<file path="src/rtl/phys_reg_free_list.sv">
// Circular free list of physical register tags: rename pops from head, commit pushes at tail.
// Pops, pushes and flush restores take effect one cycle later; rename stalls while the list is empty.
module phys_reg_free_list #(
    parameter int NUM_PHYS = 64,
    parameter int NUM_ARCH = 32,
    localparam int PHYS_W = $clog2(NUM_PHYS),
    localparam int DEPTH  = NUM_PHYS - NUM_ARCH,
    localparam int PTR_W  = $clog2(DEPTH) + 1
) (
    input  logic              clk,
    input  logic              rst,
    input  logic              alloc_req,
    output logic              alloc_ready,
    output logic [PHYS_W-1:0] alloc_phys,
    input  logic              free_valid,
    input  logic [PHYS_W-1:0] free_phys,
    input  logic              commit_alloc,
    input  logic              flush,
    output logic [PTR_W-1:0]  free_count,
    output logic              overflow_err
);

    localparam int IDX_W = PTR_W - 1;

    logic [PHYS_W-1:0] mem [DEPTH];
    logic [PTR_W-1:0]  head;
    logic [PTR_W-1:0]  cmt_head;
    logic [PTR_W-1:0]  tail;
    logic [PTR_W-1:0]  cmt_n;
    logic              full;
    logic              pop;
    logic              push_try;
    logic              push;

    assign free_count  = tail - head;
    assign alloc_ready = (free_count != '0);
    assign alloc_phys  = mem[head[IDX_W-1:0]];

    assign full     = (tail[PTR_W-1] != head[PTR_W-1]) && (tail[IDX_W-1:0] == head[IDX_W-1:0]);
    assign pop      = alloc_req && alloc_ready && !flush;
    // Tag 0 is the hardwired x0 mapping and never returns to the pool.
    assign push_try = free_valid && (free_phys != '0);
    assign push     = push_try && !full;
    assign cmt_n    = cmt_head + PTR_W'(commit_alloc);

    always_ff @(posedge clk) begin
        if (rst) begin
            for (int i = 0; i < DEPTH; i++) begin
                mem[i] <= PHYS_W'(NUM_ARCH + i);
            end
            head         <= '0;
            cmt_head     <= '0;
            tail         <= PTR_W'(DEPTH);
            overflow_err <= 1'b0;
        end else begin
            if (push) begin
                mem[tail[IDX_W-1:0]] <= free_phys;
                tail                 <= tail + PTR_W'(1);
            end
            if (push_try && full) begin
                overflow_err <= 1'b1;
            end
            cmt_head <= cmt_n;
            // The committing instruction is older than the flush, so its tag stays allocated.
            if (flush) begin
                head <= cmt_n;
            end else if (pop) begin
                head <= head + PTR_W'(1);
            end
        end
    end

    a_cmt_behind_head: assert property (@(posedge clk) disable iff (rst)
        commit_alloc |-> (cmt_head != head));

endmodule
</file>
<file path="config.mk">
export PLATFORM = sky130hd
export DESIGN_NAME = phys_reg_free_list
export DESIGN_NICKNAME = d
export VERILOG_FILES = /design/src/rtl/phys_reg_free_list.sv
export SDC_FILE = /design/constraint.sdc
export NUM_CORES = 1
export LEC_CHECK = 0
export ABC_CLOCK_PERIOD_IN_PS = 2200
export CORE_MARGIN = 2
export CORE_UTILIZATION = 40
export DETAILED_ROUTE_END_ITERATION = 7
export PLACE_DENSITY = 0.59
export RECOVER_POWER = 25
export SLEW_MARGIN = 25
export SYNTH_ARGS = -nofsm -noshare
export SYNTH_HDL_FRONTEND = slang
export SYNTH_SLANG_ARGS = --single-unit
export TNS_END_PERCENT = 20
</file>
<file path="constraint.sdc">
create_clock -name clk -period 2.2 [get_ports clk]
set_input_delay 0.33 -clock clk [delete_from_list [all_inputs] [get_ports clk]]
set_output_delay 0.33 -clock clk [all_outputs]
set_load 0.05 [all_outputs]
</file>
==> results.cfg, run 1 <==
[yosys]
yosysSeqAreaShare_pct = 62.1
synth.cell_area_um2 = 10100
synthXorXnorAreaFrac_pct = 1.13
synth.distinct_cells = 46
avgSynthCellArea_um2 = 13.4
ys_seq_elements = 216
synth_compound_area_share_pct = 5.03
synth_cells = 752
synth_top_flop_cell = edfxtp_1
muxShareOfSynthArea_pct = 14.2
syn-num-nets = 777
ys_warn_count = 0
synth_edf_count = 192
synthArstFlopShare_pct = 0
synth_top_family_by_area = multiplexers
synth_fa_ha_area_share_pct = 1.69
synthSimpleGateAreaFrac_pct = 12.9

[place]
dp_cells = 1152
gp_congestion = 0.830
numPortBuffers = 25
dpl.hpwl_um = 19400

[worst_setup_path]
reg2reg_depth = 8
critical_path.endpoint_type = output port
critPathKind = flop to output port
r2r_end = mem[21][2]
r2r-start = head[1]
required_ps = 1870
critPathLaunchType = flop
r2r_slack_ps = -380
cp_max_fo = 5
cp_data_arrival_time_ps = 2730

[hold_path]
hp-start = rst
min_path_cells = 3
min_to = cmt_head[2]
worst_hold_path_type = input port to flop

[detailed_routing]
drt-total-wl_um = 28100
viasPerCell = 5.55
via_count = 6798
drt_iter0_drc = 659
post_drt_wl_per_cell_um = 22.9
ant_nets = 0
drc_errors = 0
first_pass_iters = 5

[die]
core_area_um2 = 24900
die_x_um = 163
pin_count = 26
start_util_pct = 40.4
dieArea_um2 = 26400
num_rows = 58
fp.dieH_um = 163

[cells_and_area]
antennaDiodeCount = 0
mostFrequentLayoutCell = edfxtp_1
layout.nets = 902
layout_common_cells = 192 x edfxtp_1, 141 x nand2_1, 120 x nor2_1, 87 x buf_4, 60 x mux4_2
area_delta_synth_final_pct = 29.9
layoutNonFillerInstCount = 1225
drive_above_1_share_pct = 36.0

[pwr]
ir_worst_vdd_v = 0.000516
p_per_area_nw_per_um2 = 816
leakagePower_nw = 4.22

[sta]
drv_slew = 0
whs_ps = 395
hold_viol = 0
setup_ws_ps = -859
fin_crit_ps = 3060
slew_headroom_pct = 64.0
tightest_slew_ps = 535
clock.fmax_mhz = 327
setup_violations = 393
skew_ps = 20.8
rsz0062_at_grt = true
finalCritPeriodShare_pct = 139

[global_routing]
gr-total-overflow = 0
grt.total_usage_pct = 21.5
grt_pass1_vias = 6840
grt_pass1_wl_um = 41800
antenna_found_initial = 0
grt_start_max_net_pins = 37

[job]
cap_violations = 0

[cts]
clockRootBuffer = clkbuf_16
htreeDepth = 1
clk_pin_slew_worst_paths_ps = 60
cts_buffers = 24
clk_latency_ps = 530
clock-sinks = 216
clock_path_buffers = 3
cts_tree = yes

[outcome]
violations = negative setup slack
status = finished, violations left
cell families after synthesis:
family | after synthesis
and+or+nand+nor | 312
DFF | 216
muxes | 67
AOI/OAI and AO/OA | 66
buffers and inverters | 65
xor gates and xnor gates | 13
adders and majority gates | 13
layer usage:
layer  wire length [um]  vias to the layer above  part of all wire [%]  GRT usage (%)
li1                   -                     3016                     -              -
met3               2650                       62                   9.5           5.42
met2              13700                      348                    49           35.9
met5                  0                        -                     0              0
met1              10900                     3372                    39           27.8
met4                869                        0                   3.1           6.40
worst max-delay path, stage by stage, from the launching register on:
cell and delay [ps]:
dfxtp_4 410, buf_12 130, buf_12 110, buf_16 120, mux4_2 510, mux4_2 480, mux2_4 290, buf_6 150
synth_stat cells (2+ instances only):
master       n  area share (%)
edfxtp_1   192              57
nand2_1    142             5.3
nor2_1     125             4.7
mux4_2      60              13
a21o_1      38             2.8
dfxtp_1     24             4.8
clkbuf_1    21            0.78
buf_2       16            0.80
ha_1        12             1.5
inv_1       12            0.45
buf_1       11            0.41
a211oi_1     7            0.52
and2_1       7            0.44
xor2_1       7            0.61
mux2_2       6            0.67
xnor2_1      6            0.52
a21oi_1      5            0.25
nand2b_1     5            0.31
nand4_1      5            0.31
or3_1        5            0.31
nor2b_1      4            0.25
a2111oi_0    3            0.26
a211o_1      3            0.26
a221o_1      3            0.30
buf_4        3            0.22
nand3_1      3            0.15
and3_1       2            0.12
and3b_1      2            0.17
buf_6        2            0.22
nand3b_1     2            0.15
nor3_1       2            0.10
nor3b_1      2            0.15
o311ai_0     2            0.17
per-stage QoR:
stage | cell area [um^2] | TNS (ps) | power, mW | utilization [%] | setup slack (ps)
5_1_grt | 13100 | -133680 | 11.0 | 52.5 | -927
4_1_cts | 12900 | -8200 | 10.6 | 51.6 | -880
2_1_floorplan | 10300 | -2730 | 5.83 | - | -190
3_5_place_dp | 11600 | -196450 | 6.57 | 46.5 | -676
3_3_place_gp | 11600 | -176910 | 6.53 | 46.5 | -588
6_report | 13100 | -94630 | 10.7 | 52.5 | -859
power breakdown:
part / switching (mW) / total [mW] / internal (mW)
Sequential: 0.0522 / 4.61 / 4.56
Clock: 1.61 / 3.71 / 2.11
Combinational: 1.19 / 2.33 / 1.14
Total: 2.85 / 10.7 / 7.81
layout make-up:
type	count	area [um^2]
fillers	2066	11800
flip-flops and latches	216	6260
multi-input cells	473	4020
repair buffers	150	1580
clock buffers	31	657
well taps	330	413
clock inverters	13	78.8
inverters	12	52.6
flip-flops by register name, indices dropped and copies added (netlist names), named ones only:
signal and count:
mem 192, overflow_err 1, cmt_head 6, head 6, tail 6
worst max path at each step:
stage                      start             to  slack (ps)  depth (start not counted)
floorplan                tail[0]           flop        -190                         11
global placement    free_phys[3]     mem[18][4]        -590                          7
detailed placement  free_phys[3]     mem[30][1]        -680                          7
CTS                         flop  alloc_phys[5]        -880                          7
global route                flop  alloc_phys[0]        -930                          7
finish                      flop  alloc_phys[0]        -860                          7
timing repair:
item	in CTS	in global routing
setup buffers	21	6
pin swaps	16	16
gates cloned	6	0
gates resized for setup	72	50
hold buffers	0	0
setup endpoints to repair	324	200
Power figures use the tool's default switching activity.
==> inputs of run 2 (changes only) <==
- CTS_CLUSTER_DIAMETER: not set -> 100
==> results of run 2 <==
Same layout as run 1: the final DEF is identical, and so are final timing and power.
==> inputs of run 3 (changes only) <==
--- a/config.mk
+++ b/config.mk
@@ -7,3 +7,2 @@
 export LEC_CHECK = 0
-export ABC_CLOCK_PERIOD_IN_PS = 2200
 export CORE_MARGIN = 2
--- a/constraint.sdc
+++ b/constraint.sdc
@@ -3,2 +3,2 @@
 set_output_delay 0.33 -clock clk [all_outputs]
-set_load 0.05 [all_outputs]
+set_load 0.02 [all_outputs]
==> results.cfg, run 3 (synthesis gave the netlist of run 1 again) <==
[global_routing]
gr-total-overflow = 0
grt_pass1_vias = 7088
antenna_found_initial = 0
grt_start_max_net_pins = 34
grt.total_usage_pct = 22.2
grt_pass1_wl_um = 43300

[sta]
clock.fmax_mhz = 337
finalCritPeriodShare_pct = 135
slew_headroom_pct = 65.4
fin_crit_ps = 2970
rsz0062_at_grt = true
tightest_slew_ps = 515
setup_violations = 322
skew_ps = 24.9
drv_slew = 0
setup_ws_ps = -766
hold_viol = 0
tns_ps = -49140

[cts]
cts_tree = yes
clockRootBuffer = clkbuf_16
clk_latency_ps = 520
clock-sinks = 216
clock_path_buffers = 3
clk_pin_slew_worst_paths_ps = 60
cts_buffers = 24
cts_hold_buf = 0
htreeDepth = 1

[cells_and_area]
regMostFlops = mem
drive_above_1_share_pct = 35.7
area_delta_synth_final_pct = 27.5
layoutNonFillerInstCount = 1210
layout_common_cells = 192 x edfxtp_1, 137 x nand2_1, 117 x nor2_1, 75 x buf_4, 60 x mux4_2
mostFrequentLayoutCell = edfxtp_1
largest_reg_flops = 192
layout.nets = 887
fillers = 2039
antennaDiodeCount = 0

[worst_setup_path]
r2r-start = head[2]
cp_max_fo = 7
required_ps = 1870
reg2reg_depth = 9
r2r_end = mem[18][5]
cp_data_arrival_time_ps = 2640
max_stage_delay_ps = 510
cp-endpoint = alloc_phys[5]
crit_family = multiplexers
r2r_slack_ps = -340
cp.depth = 6
critical_path.endpoint_type = output port
path_cells = buf_6 -> buf_12 -> mux4_2 -> mux4_2 -> mux2_4 -> buf_6
critPathSlowestCell = mux4_2
critPathLaunchType = flop
critPathBufInv = 3
critPathKind = flop to output port

[detailed_routing]
drt-total-wl_um = 28700
viasPerCell = 5.68
first_pass_iters = 5
post_drt_wl_per_cell_um = 23.7
drc_errors = 0
drt_iter0_drc = 942
ant_nets = 0
via_count = 6871

[place]
gp_congestion = 0.853
dpl.hpwl_um = 19200
numPortBuffers = 25
dp_cells = 1140

[job]
cap_violations = 0

[die]
num_rows = 58
start_util_pct = 40.4
core_area_um2 = 24900
dieArea_um2 = 26400
die_x_um = 163
pin_count = 26
fp.dieH_um = 163

[pwr]
leakagePower_nw = 4.12
p_per_area_nw_per_um2 = 845
ir_worst_vdd_v = 0.000486

[outcome]
status = finished, violations left
violations = negative setup slack

[hold_path]
worst_hold_path_type = input port to flop
-- run 3: worst min-delay path, delay by kind of cell --
| family | cells | cell delay [ps] |
|---|---|---|
| buf+inv | 2 | 360 |
| simple gates | 1 | 120 |
-- run 3: what timing repair did --
item                                    4_1_cts  5_1_grt
cloned                                        4        0
endpoints found under the setup margin      283      237
hold endpoints to repair                      0        0
setup buffers                                29        5
resized for setup                           174       25
pin swaps                                    24       13
-- run 3: per-stage QoR --
step | hold slack (ps) | utilization, % | setup WS, ps | cell area [um^2] | power (mW)
after floorplan | 481 | - | -52.0 | 10200 | 5.63
after global placement | 464 | 45.9 | -620 | 11400 | 6.21
after detailed placement | 459 | 45.9 | -651 | 11400 | 6.24
after CTS | 344 | 51.6 | -840 | 12800 | 10.8
after global routing | 379 | 51.5 | -831 | 12800 | 11.1
final | 367 | 51.5 | -766 | 12800 | 10.8
-- run 3: final cells by class --
cell class	count	area (um^2)	share of cell area (%)
clock buffers	31	658	5.14
clock inverters	13	201	1.57
inverters	12	47.5	0.371
multi-input cells	472	3930	30.7
flip-flops and latches	216	6260	48.9
well taps	330	413	3.22
repair buffers	136	1300	10.2
-- run 3: power breakdown --
| part | internal, mW | switching [mW] |
|---|---|---|
| sequential | 4.56 | 0.0620 |
| clock | 2.71 | 1.66 |
| combinational | 0.896 | 0.947 |
-- run 3: worst min-delay path by stage --
stage | from | endpoint | slack, ps | cells past startpoint
2_1_floorplan | cmt_head[5] | cmt_head[5] | 480 | 2
3_3_place_gp | overflow_err | overflow_err | 460 | 2
3_5_place_dp | overflow_err | overflow_err | 460 | 2
4_1_cts | rst | cmt_head[1] | 340 | 3
5_1_grt | rst | cmt_head[1] | 380 | 3
6_report | rst | cmt_head[1] | 370 | 3
-- run 3: routing by layer --
layer | up-vias | wire length, um | share of wire [%] | track usage, %
li1 | 2975 | - | - | -
met1 | 3457 | 11700 | 41 | 31.6
met2 | 391 | 13200 | 46 | 34.6
met3 | 48 | 3190 | 11 | 5.42
met4 | 0 | 624 | 2.2 | 5.31
met5 | - | 0 | 0 | 0
